--- src/rtl/cu_if_pkg.sv ---
// Shared types and constants for the CU instruction-fetch front end.
package cu_if_pkg;

  typedef enum logic [1:0] {
    IDLE    = 2'd0,
    REQ     = 2'd1,
    DISCARD = 2'd2,
    HALT    = 2'd3
  } fetch_state_e;

  localparam logic [3:0]  BYTES_WORD = 4'b1111;
  localparam logic        MEM_READ   = 1'b0;
  localparam int unsigned PC_STEP    = 4;

endpackage

--- src/rtl/cu_if_fifo.sv ---
// Shift-register prefetch FIFO: head is always slot 0, so the head outputs come straight from flops.
// Vacated slots are kept at zero, which makes an empty head read as all zeros.
module cu_if_fifo #(
  parameter int unsigned WIDTH = 8,
  parameter int unsigned DEPTH = 4
) (
  input  logic                     clk,
  input  logic                     rst_n,
  input  logic                     i_push,
  input  logic                     i_pop,
  input  logic                     i_flush,
  input  logic [WIDTH-1:0]         i_wdata,
  output logic [WIDTH-1:0]         o_head,
  output logic                     o_valid,
  output logic [$clog2(DEPTH):0]   o_count
);

  localparam int unsigned AW = $clog2(DEPTH);
  localparam int unsigned CW = AW + 1;

  logic [WIDTH-1:0] r_mem [DEPTH];
  logic [CW-1:0]    r_count;
  logic             r_valid;

  logic             w_full;
  logic             w_pop;
  logic             w_push;
  logic [CW-1:0]    w_count_next;
  logic [AW-1:0]    w_wr_idx;

  assign w_full       = (r_count == CW'(DEPTH));
  assign w_pop        = i_pop & r_valid;
  assign w_push       = i_push & (~w_full | w_pop);
  assign w_count_next = r_count + CW'(w_push) - CW'(w_pop);
  // After a pop the tail moves down one slot, so the write lands one lower.
  assign w_wr_idx     = AW'(w_pop ? (r_count - CW'(1)) : r_count);

  always_ff @(posedge clk or negedge rst_n) begin
    if (!rst_n) begin
      for (int unsigned i = 0; i < DEPTH; i++) r_mem[AW'(i)] <= '0;
      r_count <= '0;
      r_valid <= 1'b0;
    end else if (i_flush) begin
      for (int unsigned i = 0; i < DEPTH; i++) r_mem[AW'(i)] <= '0;
      r_count <= '0;
      r_valid <= 1'b0;
    end else begin
      if (w_pop) begin
        for (int unsigned i = 0; i + 1 < DEPTH; i++) r_mem[AW'(i)] <= r_mem[AW'(i + 1)];
        r_mem[AW'(DEPTH - 1)] <= '0;
      end
      if (w_push) r_mem[w_wr_idx] <= i_wdata;
      r_count <= w_count_next;
      r_valid <= (w_count_next != '0);
    end
  end

  assign o_head  = r_mem[0];
  assign o_valid = r_valid;
  assign o_count = r_count;

  a_no_push_full: assert property (@(posedge clk) disable iff (!rst_n)
    (i_push && !i_flush) |-> (!w_full || (i_pop && r_valid)));

endmodule

--- src/rtl/cu_if_prefetch.sv ---
// Instruction-fetch front end: one-outstanding word reads to the MMU, prefetch FIFO,
// redirect/flush handling and bus-error capture presented to decode.
module cu_if_prefetch #(
  parameter int unsigned     XLEN      = 32,
  parameter int unsigned     ILEN      = 32,
  parameter int unsigned     DEPTH     = 4,
  parameter logic [XLEN-1:0] RESET_VEC = '0
) (
  input  logic            soc_clk,
  input  logic            IF_reset_n,
  input  logic            IF_stall,
  input  logic            IF_redirect,
  input  logic [XLEN-1:0] IF_redirect_addr,
  output logic            mem_req,
  output logic [XLEN-1:0] mem_addr,
  output logic [3:0]      mem_bits_to_access,
  output logic            mem_read_or_write,
  input  logic            mem_ack,
  input  logic [ILEN-1:0] mem_rdata,
  input  logic            mem_err,
  output logic            IF_valid,
  output logic [ILEN-1:0] IF_data,
  output logic [XLEN-1:0] IF_pc,
  output logic            IF_fault
);

  import cu_if_pkg::*;

  localparam int unsigned     CW       = $clog2(DEPTH) + 1;
  localparam logic [XLEN-1:0] RESET_PC = {RESET_VEC[XLEN-1:2], 2'b00};

  typedef struct packed {
    logic [XLEN-1:0] pc;
    logic [ILEN-1:0] instr;
    logic            fault;
  } entry_t;

  fetch_state_e    r_state, w_state_next;
  logic            r_mem_req, w_req_next;
  logic [XLEN-1:0] r_mem_addr, w_addr_next;
  logic [XLEN-1:0] r_fetch_pc, w_pc_next;

  logic            w_ack, w_push, w_pop, w_slot, w_valid;
  logic [CW-1:0]   w_count, w_count_after;
  logic [XLEN-1:0] w_pc_inc, w_redirect_pc;
  entry_t          w_wdata, w_head;
  logic            w_unused_addr_lsb;

  // An ack only counts while a request is actually on the bus.
  assign w_ack         = mem_ack & r_mem_req;
  assign w_push        = (r_state == REQ) & w_ack & ~IF_redirect;
  assign w_pop         = w_valid & ~IF_stall & ~IF_redirect;
  assign w_count_after = w_count + CW'(w_push) - CW'(w_pop);
  assign w_slot        = (w_count_after < CW'(DEPTH));
  assign w_pc_inc      = r_fetch_pc + XLEN'(PC_STEP);
  assign w_redirect_pc = {IF_redirect_addr[XLEN-1:2], 2'b00};
  assign w_wdata       = {r_fetch_pc, (mem_err ? ILEN'(0) : mem_rdata), mem_err};
  assign w_unused_addr_lsb = ^IF_redirect_addr[1:0];

  always_ff @(posedge soc_clk or negedge IF_reset_n) begin
    if (!IF_reset_n) r_state <= IDLE;
    else             r_state <= w_state_next;
  end

  always_comb begin
    w_state_next = r_state;
    case (r_state)
      IDLE:    if (!IF_redirect && w_slot) w_state_next = REQ;
      REQ: begin
        if (IF_redirect)  w_state_next = w_ack ? IDLE : DISCARD;
        else if (w_ack) begin
          if (mem_err)     w_state_next = HALT;
          else if (w_slot) w_state_next = REQ;
          else             w_state_next = IDLE;
        end
      end
      DISCARD: if (w_ack) w_state_next = IDLE;
      HALT:    if (IF_redirect) w_state_next = IDLE;
      default: w_state_next = IDLE;
    endcase
  end

  // Next values of the bus request, its address and the fetch PC.
  always_comb begin
    w_req_next  = 1'b0;
    w_addr_next = r_mem_addr;
    w_pc_next   = IF_redirect ? w_redirect_pc : r_fetch_pc;
    case (r_state)
      IDLE: begin
        if (!IF_redirect && w_slot) begin
          w_req_next  = 1'b1;
          w_addr_next = r_fetch_pc;
        end
      end
      REQ: begin
        if (IF_redirect) begin
          w_req_next = ~w_ack;
        end else if (w_ack) begin
          w_pc_next = w_pc_inc;
          if (!mem_err && w_slot) begin
            w_req_next  = 1'b1;
            w_addr_next = w_pc_inc;
          end
        end else begin
          w_req_next = 1'b1;
        end
      end
      DISCARD: w_req_next = ~w_ack;
      default: w_req_next = 1'b0;
    endcase
  end

  always_ff @(posedge soc_clk or negedge IF_reset_n) begin
    if (!IF_reset_n) begin
      r_mem_req  <= 1'b0;
      r_mem_addr <= RESET_PC;
      r_fetch_pc <= RESET_PC;
    end else begin
      r_mem_req  <= w_req_next;
      r_mem_addr <= w_addr_next;
      r_fetch_pc <= w_pc_next;
    end
  end

  cu_if_fifo #(
    .WIDTH ($bits(entry_t)),
    .DEPTH (DEPTH)
  ) u_fifo (
    .clk     (soc_clk),
    .rst_n   (IF_reset_n),
    .i_push  (w_push),
    .i_pop   (w_pop),
    .i_flush (IF_redirect),
    .i_wdata (w_wdata),
    .o_head  (w_head),
    .o_valid (w_valid),
    .o_count (w_count)
  );

  assign mem_req            = r_mem_req;
  assign mem_addr           = r_mem_addr;
  assign mem_bits_to_access = BYTES_WORD;
  assign mem_read_or_write  = MEM_READ;
  assign IF_valid           = w_valid;
  assign IF_data            = w_head.instr;
  assign IF_pc              = w_head.pc;
  assign IF_fault           = w_head.fault;

  a_addr_aligned: assert property (@(posedge soc_clk) disable iff (!IF_reset_n)
    mem_req |-> (mem_addr[1:0] == 2'b00));
  a_req_held: assert property (@(posedge soc_clk) disable iff (!IF_reset_n)
    (mem_req && !mem_ack) |=> (mem_req && $stable(mem_addr)));

endmodule

--- config.mk ---
export PLATFORM = sky130hd
export DESIGN_NAME = cu_if_prefetch
export DESIGN_NICKNAME = d
export VERILOG_FILES = /design/src/rtl/cu_if_pkg.sv /design/src/rtl/cu_if_fifo.sv /design/src/rtl/cu_if_prefetch.sv
export SDC_FILE = /design/constraint.sdc
export NUM_CORES = 1
export LEC_CHECK = 0
export CAP_MARGIN = 20
export CORE_MARGIN = 2
export CORE_UTILIZATION = 49
export CTS_CLUSTER_DIAMETER = 200
export DETAILED_ROUTE_END_ITERATION = 6
export MAX_ROUTING_LAYER = met4
export PLACE_DENSITY_LB_ADDON = 0.3
export SLEW_MARGIN = 40
export SYNTH_ARGS = -nofsm -noshare
export SYNTH_HDL_FRONTEND = slang
export SYNTH_SLANG_ARGS = --single-unit
--- constraint.sdc ---
create_clock -name soc_clk -period 2.8 [get_ports soc_clk]
set_input_delay 0.28 -clock soc_clk [delete_from_list [all_inputs] [get_ports soc_clk]]
set_output_delay 0.28 -clock soc_clk [all_outputs]
set_load 0.05 [all_outputs]
# Yosys cells after proc, flatten, opt, wreduce, memory -nomap -nowiden
# Cells that the tools add are included.
[op_classes]
bitwise = 13
div_mod_pow = 0
n_mux = 34
eq_ne = 11
multipliers = 0
add_sub_neg = 6
n_lt_le_gt_ge = 3
n_reduce_logical = 10
shifts = 0
[op_table]
columns = ["cell", "count"]
rows = [
  ["$mux W260", 4],
  ["$mux W32", 9],
  ["$bwmux W260", 1],
  ["$demux W65 S2", 1],
  ["$mux W65", 1],
  ["$pmux W32 S2", 1],
  ["$add A32 B3 Y32 const B", 1],
  ["$mux W2", 8],
  ["$ne A2 B2 Y1 const B", 5],
  ["$pmux W2 S4", 1],
  ["$and A1 B1 Y1", 7],
  ["$add A3 B1 Y3", 2],
  ["$mux W1", 6],
  ["$sub A3 B1 Y3", 2],
  ["$reduce_and A5 Y1", 1],
  ["$eq A2 B2 Y1 const B", 2],
  ["$not A1 Y1", 4],
  ["$reduce_and A4 Y1", 1],
  ["$eq A3 B3 Y1 const B", 1],
  ["$ge A3 B3 Y1 const B", 1],
  ["$logic_and A1 B1 Y1", 3],
  ["$lt A3 B1 Y1 const B", 1],
  ["$lt A3 B3 Y1 const B", 1],
  ["$mux W3", 1],
  ["11 further kinds", 12],
]
[totals]
out_inout_bits = 104
input_bits = 70
rom_bits = 0
n_memories = 0
reg_bits = 331
latchBits = 0
mem_bits_rw = 0

# Logic depth before layout (Yosys ltp)
# Gate-level depths: netlist (run 1).
[logic_depth]
ltp_word = 13
mapped_depth = 14

# Modules after synthesis
# From an unflattened synthesis (run 1), not the netlist that was laid out.
[unflattened]
cells_unflattened = 1907
hier_area_um2 = 17844.6
[by_module_without_submodules]
columns = ["mod", "instances", "seq_area_each_um2", "area_per_inst_um2", "cells_per_inst"]
rows = [
  ["cu_if_fifo", 1, 6606.3, 13778.2, 1456],
  ["cu_if_prefetch", 1, 1676.6, 4066.4, 451],
]

# Worst setup path after synthesis (run 1)
# No wires, ideal clock.
[synth_timing]
path_kind = "register to register"
start = "reg u_fifo.r_valid, in the netlist u_fifo.o_valid"
end = "reg r_mem_addr[28], in the netlist mem_addr[28]"
slack_ps = -171
arrival_time_ps = 2848
stages_incl_launch_ff = 14
path_buffers = 3
setup_time_ps = 123
required_time_ps = 2677
path_cell_list = "dfrtp_1 nand3b_4 clkbuf_1 clkbuf_1 inv_1 ha_1 inv_1 ha_1 nand3b_1 a21oi_1 o211ai_1 clkbuf_1 nor2b_1 a21oi_1"
[synth_via]
elab_chain_cells = 7
word_cells_on_any_way = 9
cone_classes = "1 x add/sub; 1 x order compare; 2 x eq/ne; 2 x bitwise; 3 x reduce/logical"
[synth_lines]
columns = ["item", "line_no", "source"]
rows = [
  ["from (decl)", "cu_if_fifo.sv:23", "logic r_valid;"],
  ["from (signal assigned)", "cu_if_fifo.sv:54", "r_valid <= (w_count_next != '0);"],
  ["$and A1 B1 Y1 * (2 in series)", "cu_if_prefetch.sv:52", "assign w_pop = w_valid & ~IF_stall & ~IF_redirect;"],
  ["$sub A3 B1 Y3 *", "cu_if_prefetch.sv:53", "assign w_count_after = w_count + CW'(w_push) - CW'(w_pop);"],
  ["$lt A3 B3 Y1 *", "cu_if_prefetch.sv:54", "assign w_slot = (w_count_after < CW'(DEPTH));"],
  ["$logic_and A1 B1 Y1, on equally long branches", "cu_if_prefetch.sv:100, cu_if_prefetch.sv:90", ""],
  ["$ne A2 B1 Y1 (no line) or $ne A2 B2 Y1 (tied branches)", "--", ""],
  ["$reduce_and A5 Y1 (no line) *", "--", ""],
  ["to (signal assigned)", "cu_if_prefetch.sv:120", "r_mem_addr <= w_addr_next;"],
  ["to (decl)", "cu_if_prefetch.sv:40", "logic [XLEN-1:0] r_mem_addr, w_addr_next;"],
]
# Every way passes the cells marked *; elsewhere a longest branch is shown, timed or not.
# A chain may end at the register's enable or synchronous reset.

# Final worst setup path (run 1)
[layout_timing]
start = "reg r_mem_req, in the netlist mem_req"
end = "reg r_mem_addr[11], in the netlist mem_addr[11]"
[layout_via]
elab_chain_cells = 9
word_cells_on_any_way = 12
cone_classes = "2 x add/sub; 1 x order compare; 3 x eq/ne; 3 x bitwise; 3 x reduce/logical"
[layout_lines]
columns = ["item", "line_no", "source"]
rows = [
  ["from (decl)", "cu_if_prefetch.sv:39", "logic r_mem_req, w_req_next;"],
  ["from (signal assigned)", "cu_if_prefetch.sv:119", "r_mem_req <= w_req_next;"],
  ["$and A1 B1 Y1 *", "cu_if_prefetch.sv:50", "assign w_ack = mem_ack & r_mem_req;"],
  ["$and A1 B1 Y1 (2 in series)", "cu_if_prefetch.sv:51", "assign w_push = (r_state == REQ) & w_ack & ~IF_redirect;"],
  ["$add A3 B1 Y3", "cu_if_prefetch.sv:53", ""],
  ["$sub A3 B1 Y3", "cu_if_prefetch.sv:53", ""],
  ["$lt A3 B3 Y1", "cu_if_prefetch.sv:54", ""],
  ["$logic_and A1 B1 Y1, on equally long branches", "cu_if_prefetch.sv:100, cu_if_prefetch.sv:90", ""],
  ["$ne A2 B1 Y1 (no line) or $ne A2 B2 Y1 (tied branches)", "--", ""],
  ["$reduce_and A5 Y1 (no line) *", "--", ""],
]
# Marks and branches as above.

==> flow_metrics.env, run 1 <==
export IMPL_status="completed"
export IMPL_avgSynthCellArea_um2=9.22
export IMPL_cp_start_kind="register"
export IMPL_io_buffers=166
export IMPL_place_congestion=0.853
export IMPL_arrival_ns=2.74
export IMPL_setup_tns_ns=0
export IMPL_die_h_um=195
export IMPL_initial_core_util_pct=49.9
export IMPL_ir_drop_mv=0.364
export IMPL_firstDrtPassIters=5
export IMPL_clock_sinks=331
export IMPL_drc=0
export IMPL_maxCapViolCount=0
export IMPL_ctsResizeCount=0
export IMPL_yosys_register_bits=331
export IMPL_finalHoldViolCount=0
export IMPL_clock_latency_ns=0.52
export IMPL_synth_edf_count=0
export IMPL_vias=13900
export IMPL_die_area_um2=37900
export IMPL_period_needed_ns=2.35
export IMPL_clk_pin_slew_ns=0.06
export IMPL_p_per_area_nw_per_um2=678
export IMPL_netlist_area_um2=17800
export IMPL_ys_dominant_reg_cell="dfrtp_1"
export IMPL_setup_viol=0
export IMPL_htree_levels=2
export IMPL_min_path_cells=3
export IMPL_syn_inst=1934
export IMPL_grtUsageTotal_pct=24.1
export IMPL_nFillCells=3147
export IMPL_r2r_start="mem_req$_DFF_PN0_"
export IMPL_wl_um=44100
export IMPL_maxSlewViolCount=0
export IMPL_worst_pin_slew_ns=0.831
export IMPL_num_io_pins=174
export IMPL_crit_required_ns=3.19
export IMPL_vias_per_cell=5.73
export IMPL_hold_path_endpoint="u_fifo.r_mem[82]$_DFF_PN0_"
export IMPL_path_class="reg2reg"
export IMPL_p_leak_uw=0.00833
export IMPL_hpwlAfterDp_um=26100
export IMPL_drtIter0Drc=1063
export IMPL_hp_start="IF_redirect"
export IMPL_cts_root_buffer="clkbuf_16"
export IMPL_die_x_um=195
export IMPL_numCtsBuffers=37
export IMPL_max_freq_mhz=426
export IMPL_rsz0062_at_grt="no"
export IMPL_cts_max_path_buffers=3
export IMPL_antenna_found_initial=1
export IMPL_ff2ff_setup_slack_ns=0.45
export IMPL_drive_gt1_share_pct=15.7
export IMPL_first_global_vias=13700
export IMPL_fin_nets=2011
export IMPL_design_core_area_um2=35700
export IMPL_reg2reg_to="mem_addr[11]$_DFFE_PN0P_"
export IMPL_area_growth_syn_to_layout_pct=15.4
export IMPL_antenna_left=0
export IMPL_overflow=0
export IMPL_relSlewSlack_pct=44.6
export IMPL_grt_pass1_wl_um=73600
export IMPL_cts_tree="yes"
export IMPL_wl_per_cell_um=18.2
export IMPL_worstHoldPathType="in2reg"
export IMPL_synthArstFlopShare_pct=100
export IMPL_seq_area_frac_synth_pct=46.5
export IMPL_ys_warn_count=0
export IMPL_ff2ff_path_depth=11
export IMPL_skew_ns=0.0314
export IMPL_cts_setup_buffers=0
export IMPL_end_kind="register"
export IMPL_pre_cts_ws_ns=0.0695
export IMPL_cp_max_fo=21
export IMPL_synth_distinct_cells=46
export IMPL_setup_ws_ns=0.451
export IMPL_finalCritPeriodShare_pct=83.9
export IMPL_rows=69
export IMPL_grt_max_degree=127
==> sequential cells by signal, summed over array words and instances (netlist names) <==
register        cells
u_fifo.r_mem      195
u_fifo.o_head      65
mem_addr           32
r_fetch_pc         32
u_fifo.o_count      3
r_state             2
mem_req             1
u_fifo.o_valid      1
==> cell usage in the layout, fill, tap and decap left out, types with 3 or more instances in the layout <==
| cell | synthesis | final |
|---|---|---|
| clkbuf_8 | 0 | 10 |
| and3_1 | 5 | 5 |
| conb_1 | 2 | 5 |
| clkdlybuf4s50_1 | 0 | 163 |
| buf_6 | 6 | 5 |
| nand3b_1 | 15 | 15 |
| clkbuf_16 | 0 | 39 |
| a211oi_1 | 5 | 5 |
| inv_1 | 13 | 13 |
| and4_1 | 4 | 4 |
| xor2_1 | 35 | 35 |
| nand2_1 | 559 | 559 |
| clkinv_2 | 0 | 3 |
| nor4_1 | 6 | 5 |
| o21ai_0 | 57 | 57 |
| xnor2_1 | 19 | 19 |
| o31ai_1 | 3 | 3 |
| ha_1 | 6 | 6 |
| nor2_1 | 213 | 213 |
| buf_4 | 83 | 26 |
| a21oi_1 | 30 | 29 |
| a311oi_2 | 185 | 185 |
| buf_12 | 0 | 16 |
| clkbuf_1 | 125 | 6 |
| nor3_1 | 11 | 11 |
| nor2b_1 | 42 | 42 |
| or3_4 | 0 | 3 |
| nand3_1 | 83 | 83 |
| a311oi_1 | 10 | 10 |
| dfrtp_1 | 331 | 330 |
| a31oi_1 | 3 | 3 |
| and2_1 | 3 | 3 |
| mux2i_1 | 3 | 3 |
| nand4_1 | 13 | 13 |
==> synth_stat cells (2+ instances only) <==
cell	number	area [µm²]
ha_1	6	75.1
nand3b_1	15	113
xor2_1	35	307
mux2_2	2	22.5
a211oi_1	5	37.5
o21ai_0	57	285
buf_2	33	165
nor2b_1	42	263
nand2b_1	2	12.5
nand4_1	13	81.3
buf_4	83	623
nand2_1	559	2100
a31oi_1	3	18.8
and2_1	3	18.8
nor3_1	11	55.1
nor4_1	6	37.5
a22oi_1	2	15.0
buf_1	9	33.8
buf_6	6	67.6
a311oi_1	10	87.6
nor2_1	213	800
inv_1	13	48.8
and3_1	5	31.3
conb_1	2	7.51
dfrtp_1	331	8280
a311oi_2	185	2780
and4_1	4	35.0
clkbuf_1	125	469
a21oi_1	30	150
mux2i_1	3	30.0
nand3_1	83	415
or3_1	4	25.0
o31ai_1	3	22.5
xnor2_1	19	166
==> cell type report <==
type / count / area [µm²] / share of cell area (%)
clock inverter: 7 / 91.3 / 0.444
clock buffer: 55 / 1140 / 5.52
inverter: 14 / 57.6 / 0.280
sequential: 331 / 8280 / 40.3
antenna: 1 / 2.50 / 0.0122
tap: 461 / 577 / 2.80
timing repair buffer: 214 / 2250 / 10.9
multi-input combinational: 1336 / 8180 / 39.8
==> where the power goes <==
part           internal (µW)  switching, µW  leakage (µW)
combinational           1110           2380       0.00322
sequential              5170            366       0.00451
clock                   2980           1950      0.000604
total                   9260           4700       0.00833
==> routing by layer <==
metal / wire length (µm) / GRT usage [%] / vias up
met4: 623 / 4.92 / 0
met5: 0 / - / -
met2: 20300 / 36.8 / 389
met1: 21000 / 34.4 / 6951
li1: - / - / 6471
met3: 2180 / 3.35 / 52
==> through the flow <==
| stage | power, µW | std cells | cell area [µm²] | utilization (%) | hold WS (ns) |
|---|---|---|---|---|---|
| 3_3_place_gp | 9060 | 2354 | 19300 | 54.0 | 0.329 |
| 6_report | 14000 | 2419 | 20600 | 57.6 | 0.265 |
| 4_1_cts | 14100 | 2417 | 20600 | 57.5 | 0.327 |
| 5_1_grt | 14600 | 2419 | 20600 | 57.6 | 0.262 |
| 2_1_floorplan | 7980 | 1937 | 17800 | - | -0.0156 |
| 3_5_place_dp | 9120 | 2354 | 19300 | 54.0 | 0.344 |
==> critical path, stage by stage, from the launching register on <==
cell	delay, ns
dfrtp_1	0.40
and2_1	0.19
nand3_1	0.12
ha_1	0.15
inv_1	0.04
ha_1	0.26
nand3b_1	0.09
and3_1	0.20
o211ai_1	0.17
buf_4	0.24
buf_4	0.24
o21ai_0	0.12
==> cell families (layout without fill, tap and decap cells) <==
| logic type | Yosys count | after routing | synth area share [%] |
|---|---|---|---|
| adder cells (fa/ha/maj) | 7 | 7 | 0.533 |
| flip-flops | 331 | 331 | 46.5 |
| buffers and inverters | 270 | 290 | 7.93 |
| AND/OR/NAND/NOR | 965 | 965 | 22.7 |
| AO/OA/AOI/OAI | 299 | 299 | 19.3 |
| other | 2 | 6 | 0.0421 |
| multiplexers | 6 | 6 | 0.379 |
| XOR/XNOR | 54 | 54 | 2.65 |
==> worst max path at each step <==
| stage | from | to | slack, ns | cells after the start |
|---|---|---|---|---|
| 2_1_floorplan | u_fifo.o_valid$_DFF_PN0_ | mem_addr[28]$_DFFE_PN0P_ | 0.03 | 11 |
| 3_3_place_gp | IF_stall | mem_addr[6]$_DFFE_PN0P_ | 0.11 | 13 |
| 3_5_place_dp | IF_stall | mem_addr[11]$_DFFE_PN0P_ | 0.07 | 13 |
| 4_1_cts | mem_req$_DFF_PN0_ | mem_addr[6]$_DFFE_PN0P_ | 0.44 | 11 |
| 5_1_grt | mem_req$_DFF_PN0_ | mem_addr[26]$_DFFE_PN0P_ | 0.21 | 12 |
| 6_report | mem_req$_DFF_PN0_ | mem_addr[11]$_DFFE_PN0P_ | 0.45 | 11 |
==> what timing repair did <==
action                                  CTS  global route
endpoints found under the setup margin    0             0
hold endpoints to repair                 75             0
hold buffers                              1             0
Note: power is estimated with default switching activity, not from simulation.
==> inputs of run 2 (changes only) <==
Clock period 2.8 ns to 2 ns, I/O delays scaled along.
==> flow_metrics.env, run 2 (same netlist as run 1, synthesis figures left out) <==
export IMPL_status="complete, but fails checks"
export IMPL_violations="setup timing"
export IMPL_drtIter0Drc=1575
export IMPL_wl_per_cell_um=23.1
export IMPL_netSwitchingPower_uw=7630
export IMPL_skew_ns=0.0130
export IMPL_final_common_cell="nand2_1"
export IMPL_maxSlewViolCount=0
export IMPL_end_kind="register"
export IMPL_htree_levels=2
export IMPL_place_congestion=0.884
export IMPL_setup_ws_ns=-0.303
export IMPL_wl_met3_um=3970
export IMPL_numCtsBuffers=38
export IMPL_p_leak_uw=0.0102
export IMPL_clock_latency_ns=0.53
export IMPL_relSlewSlack_pct=40.2
export IMPL_wl_met2_um=28900
export IMPL_die_h_um=195
export IMPL_initial_core_util_pct=49.9
export IMPL_io_buffers=166
export IMPL_die_area_um2=37900
export IMPL_arrival_ns=2.71
export IMPL_rsz0062_at_grt="yes"
export IMPL_drive_gt1_share_pct=38.5
export IMPL_design_core_area_um2=35700
export IMPL_finalCritPeriodShare_pct=115
export IMPL_setup_tns_ns=-39.70
export IMPL_p_int_uw=13800
export IMPL_area_growth_syn_to_layout_pct=42.7
export IMPL_max_freq_mhz=434
export IMPL_num_io_pins=174
export IMPL_cp_start_kind="register"
export IMPL_cts_root_buffer="clkbuf_16"
export IMPL_setup_viol=279
export IMPL_fin_nets=2186
export IMPL_final_cell_mix="nand2_1, dfrtp_1, a311oi_2"
export IMPL_comb_power_share_pct=31.8
export IMPL_overflow=0
export IMPL_worstHoldPathType="in2async"
export IMPL_antenna_found_initial=2
export IMPL_grtUsageTotal_pct=29.4
export IMPL_period_needed_ns=2.30
export IMPL_worst_pin_slew_ns=0.897
export IMPL_vias_per_cell=6.09
export IMPL_first_global_vias=15600
export IMPL_path_class="reg2reg"
export IMPL_dp_cells=2418
export IMPL_vias=15800
export IMPL_wl_um=60000
export IMPL_regMostFlops="u_fifo.r_mem"
export IMPL_rows=69
export IMPL_cts_max_path_buffers=3
export IMPL_maxCapViolCount=0
export IMPL_cts_tree="yes"
export IMPL_cp_max_fo=8
export IMPL_clk_pin_slew_ns=0.07
export IMPL_p_seq_share_pct=36.0
export IMPL_grt_max_degree=112
export IMPL_drc=0
export IMPL_die_x_um=195
export IMPL_stdcell_count=2598
export IMPL_crit_required_ns=2.41
export IMPL_ir_drop_mv=0.500
export IMPL_dr_max_layer_used="met4"
export IMPL_pwr_share_clk_pct=32.2
export IMPL_p_total_uw=21400
export IMPL_grt_pass1_wl_um=87000
export IMPL_hpwlAfterDp_um=27600
export IMPL_firstDrtPassIters=5
export IMPL_p_per_area_nw_per_um2=841
export IMPL_antenna_left=0
export IMPL_finalHoldViolCount=0
export IMPL_clock_sinks=331
export IMPL_largest_reg_flops=195
export IMPL_ff2ff_path_depth=13
export IMPL_drt_met1_wl_um=24600
export IMPL_p_sw_share_pct=35.7
==> run 2: area by class of cell <==
type | count | area, µm²
tap | 461 | 577
sequential | 331 | 8290
multi-input combinational | 1339 | 10300
clock inverter | 7 | 38.8
antenna | 2 | 5.00
timing repair buffer | 385 | 5000
fill | 2412 | 10300
clock buffer | 59 | 1160
inverter | 14 | 67.6
==> run 2: metal layers <==
| metal | vias to the layer above | GRT usage (%) |
|---|---|---|
| met5 | - | - |
| met4 | 0 | 9.16 |
| met3 | 210 | 5.07 |
| met2 | 734 | 46.6 |
| met1 | 7960 | 38.9 |
| li1 | 6907 | - |
==> run 2: repair_timing <==
action | in CTS | in global routing
buffers inserted | 42 | 24
pin swaps | 81 | 154
resized for setup | 266 | 363
cloned | 47 | 16
setup endpoints to repair | 189 | 310
hold buffers | 1 | 0
endpoints found under the hold margin | 109 | 0
==> run 2: final timing paths <==
check / slack (ns) / to / from
hold reg to reg: 0.48 / mem_addr[19]$_DFFE_PN0P_ / mem_addr[19]$_DFFE_PN0P_
setup reg to reg: -0.30 / mem_addr[8]$_DFFE_PN0P_ / mem_req$_DFF_PN0_
min in group soc_clk: 0.19 / u_fifo.r_mem[0]$_DFF_PN0_ / mem_err
setup / recovery: -0.30 / mem_addr[8]$_DFFE_PN0P_ / mem_req$_DFF_PN0_
hold / removal: 0.19 / r_fetch_pc[25]$_DFF_PN0_ / IF_reset_n
max in group asynchronous: 1.04 / r_fetch_pc[11]$_DFF_PN0_ / IF_reset_n
==> run 2: critical path: stages (launching register included) <==
cell	delay (ns)
dfrtp_2	0.40
and2_4	0.15
nand3_4	0.09
ha_4	0.14
inv_4	0.03
ha_4	0.24
nand3b_1	0.08
a21oi_1	0.27
o211ai_1	0.14
buf_4	0.19
buf_12	0.16
clkbuf_16	0.16
nand2_1	0.07
o21ai_1	0.06
==> run 2: power by group through the flow <==
stage	registers, µW	clock network [µW]	logic, µW
after floorplan	8620	0	2650
after global placement	7720	0	5250
after detailed placement	7730	0	5360
after CTS	7640	6880	6060
after global routing	7770	7210	7130
final	7710	6880	6800
==> run 2: metrics by stage <==
stage	instance area (µm²)	util [%]	worst slack, ns	hold slack (ns)
floorplan	18200	-	-0.618	-0.0956
global route	25400	71.2	-0.391	0.188
finish	25400	71.2	-0.303	0.187
detailed placement	20100	56.1	-0.655	0.146
global placement	20000	56.0	-0.538	0.144
CTS	23900	66.7	-0.159	0.163
==> inputs of run 3 (changes only) <==
Settings changed: CTS_BUF_LIST from default to sky130_fd_sc_hd__clkbuf_8.
==> flow_metrics.env, run 3 (same netlist as run 1, synthesis figures left out) <==
export IMPL_status="complete, but fails checks"
export IMPL_violations="setup timing"
export IMPL_drive_gt1_share_pct=36.1
export IMPL_placed_cell_area_um2=20100
export IMPL_cts_root_buffer="clkbuf_8"
export IMPL_final_cell_mix="nand2_1, dfrtp_1, a311oi_2"
export IMPL_finalHoldViolCount=0
export IMPL_p_sw_share_pct=37.0
export IMPL_numCtsBuffers=57
export IMPL_place_congestion=0.884
export IMPL_htree_levels=2
export IMPL_initial_core_util_pct=49.9
export IMPL_netSwitchingPower_uw=7390
export IMPL_ff2ff_setup_slack_ns=-0.27
export IMPL_pwr_share_clk_pct=30.5
export IMPL_firstDrtPassIters=5
export IMPL_arrival_ns=2.76
export IMPL_comb_power_share_pct=31.3
export IMPL_grtUsageTotal_pct=29.2
export IMPL_grt_pass1_wl_um=86200
export IMPL_finalCritPeriodShare_pct=114
export IMPL_fin_nets=2209
export IMPL_ir_drop_mv=0.436
export IMPL_design_core_area_um2=35700
export IMPL_drc=0
export IMPL_cts_max_path_buffers=3
export IMPL_clock_latency_ns=0.65
export IMPL_antenna_left=0
export IMPL_clk_pin_slew_ns=0.07
export IMPL_first_global_vias=15500
export IMPL_worst_pin_slew_ns=0.893
export IMPL_regMostFlops="u_fifo.r_mem"
export IMPL_cp_max_fo=8
export IMPL_r2r_start="u_fifo.o_valid$_DFF_PN0_"
export IMPL_path_class="reg2reg"
export IMPL_p_total_uw=20000
export IMPL_ff2ff_path_depth=10
export IMPL_reg2reg_to="u_fifo.o_head[48]$_DFF_PN0_"
export IMPL_p_int_uw=12600
export IMPL_crit_required_ns=2.49
export IMPL_vias_per_cell=6.01
export IMPL_fin_area_um2=24500
export IMPL_cp_start_kind="register"
export IMPL_skew_ns=0.0206
export IMPL_nFillCells=2604
export IMPL_maxCapViolCount=0
export IMPL_whs_ns=0.0671
export IMPL_period_needed_ns=2.27
export IMPL_utilization_pct=68.5
export IMPL_end_kind="register"
export IMPL_worstHoldPathType="in2async"
export IMPL_overflow=0
export IMPL_die_h_um=195
export IMPL_num_io_pins=174
export IMPL_drtIter0Drc=1435
export IMPL_final_common_cell="nand2_1"
export IMPL_maxSlewViolCount=0
export IMPL_wl_um=58900
export IMPL_p_per_area_nw_per_um2=815
export IMPL_die_area_um2=37900
export IMPL_vias=15800
export IMPL_hpwlAfterDp_um=27600
export IMPL_clock_sinks=331
export IMPL_setup_ws_ns=-0.273
export IMPL_p_leak_uw=0.0104
export IMPL_pre_cts_ws_ns=-0.655
export IMPL_timing_critical_path_from="u_fifo.o_valid$_DFF_PN0_"
export IMPL_grt_max_degree=112
export IMPL_setup_viol=292
export IMPL_rows=69
export IMPL_p_seq_share_pct=38.3
export IMPL_antenna_found_initial=2
export IMPL_max_freq_mhz=440
export IMPL_slowest_delay_ns=0.46
export IMPL_die_x_um=195
export IMPL_crit_slowest_cell="or3_4"
export IMPL_wl_per_cell_um=22.3
export IMPL_cts_tree="yes"
export IMPL_io_buffers=166
export IMPL_path_cells="nand3b_4 -> inv_6 -> buf_6 -> o2111ai_4 -> buf_4 -> or3_4 -> buf_6 -> buf_16 -> nor2_1 -> a311oi_2"
export IMPL_rsz0062_at_grt="yes"
export IMPL_crit_path_frequent_cell="buf_6"
export IMPL_area_growth_syn_to_layout_pct=37.4
export IMPL_largest_reg_flops=195
export IMPL_relSlewSlack_pct=40.3
==> run 3: changes by cell type in the layout (fill, tap and decap cells not counted), moves of 9 or more <==
cell	previous run	this run
clkbuf_1	9	0
clkbuf_16	51	15
clkbuf_8	13	71
clkdlybuf4s50_1	155	65
dlygate4sd2_1	0	94
inv_1	6	31
nand2_1	512	526
nand3_1	24	55
nand3_2	43	27
nand3_4	16	1
nor2_2	28	90
nor2_4	139	77
==> run 3: per-layer routing <==
metal / wire length, µm / GRT usage (%) / vias up
met5: 0 / - / -
met4: 2330 / 10.6 / 0
met3: 3900 / 4.49 / 185
met2: 27900 / 44.5 / 740
met1: 24800 / 39.6 / 7966
li1: - / - / 6948
==> run 3: stage by stage <==
stage / cells / setup TNS [ns]
3_5_place_dp: 2418 / -117.26
4_1_cts: 2599 / -37.04
3_3_place_gp: 2417 / -103.36
2_1_floorplan: 1937 / -81.52
5_1_grt: 2636 / -55.77
6_report: 2636 / -43.17
==> run 3: cell type report <==
class	count	area, µm²	area share, %
multi-input combinational	1343	9630	39.3
sequential	331	8290	33.8
timing repair buffer	385	4850	19.8
clock buffer	71	977	3.99
tap	461	577	2.35
clock inverter	29	118	0.480
inverter	14	60.1	0.245
antenna	2	5.00	0.0204
==> run 3: timing repair <==
action,4_1_cts,5_1_grt
setup endpoints to repair,283,307
setup buffers,36,22
endpoints found under the hold margin,331,0
hold buffers,1,0
pin swaps,56,83
gates resized for setup,301,238
gates cloned,44,23
==> run 3: power groups by stage <==
stage / Clock [µW] / Combinational, µW / Sequential (µW)
after floorplan: 0 / 2650 / 8620
after global placement: 0 / 5250 / 7720
after detailed placement: 0 / 5360 / 7730
after CTS: 6120 / 5790 / 7620
after global routing: 6450 / 6560 / 7710
final: 6090 / 6240 / 7640
==> run 3: worst max-delay path by stage <==
| stage | slack [ns] | depth (start not counted) | to |
|---|---|---|---|
| after floorplan | -0.62 | 13 | mem_addr[28]$_DFFE_PN0P_ |
| after global placement | -0.54 | 13 | mem_addr[3]$_DFFE_PN0P_ |
| after detailed placement | -0.65 | 12 | mem_addr[5]$_DFFE_PN0P_ |
| after CTS | -0.21 | 9 | u_fifo.r_mem[144]$_DFF_PN0_ |
| after global routing | -0.37 | 13 | mem_addr[12]$_DFFE_PN0P_ |
| final | -0.27 | 10 | u_fifo.o_head[48]$_DFF_PN0_ |
==> run 3: critical path: cells and delay by family, from the launching register on <==
kind	cells	cell delay (ns)
buf+inv	5	0.74
simple gates	3	0.77
flops	1	0.38
compound gates	2	0.23
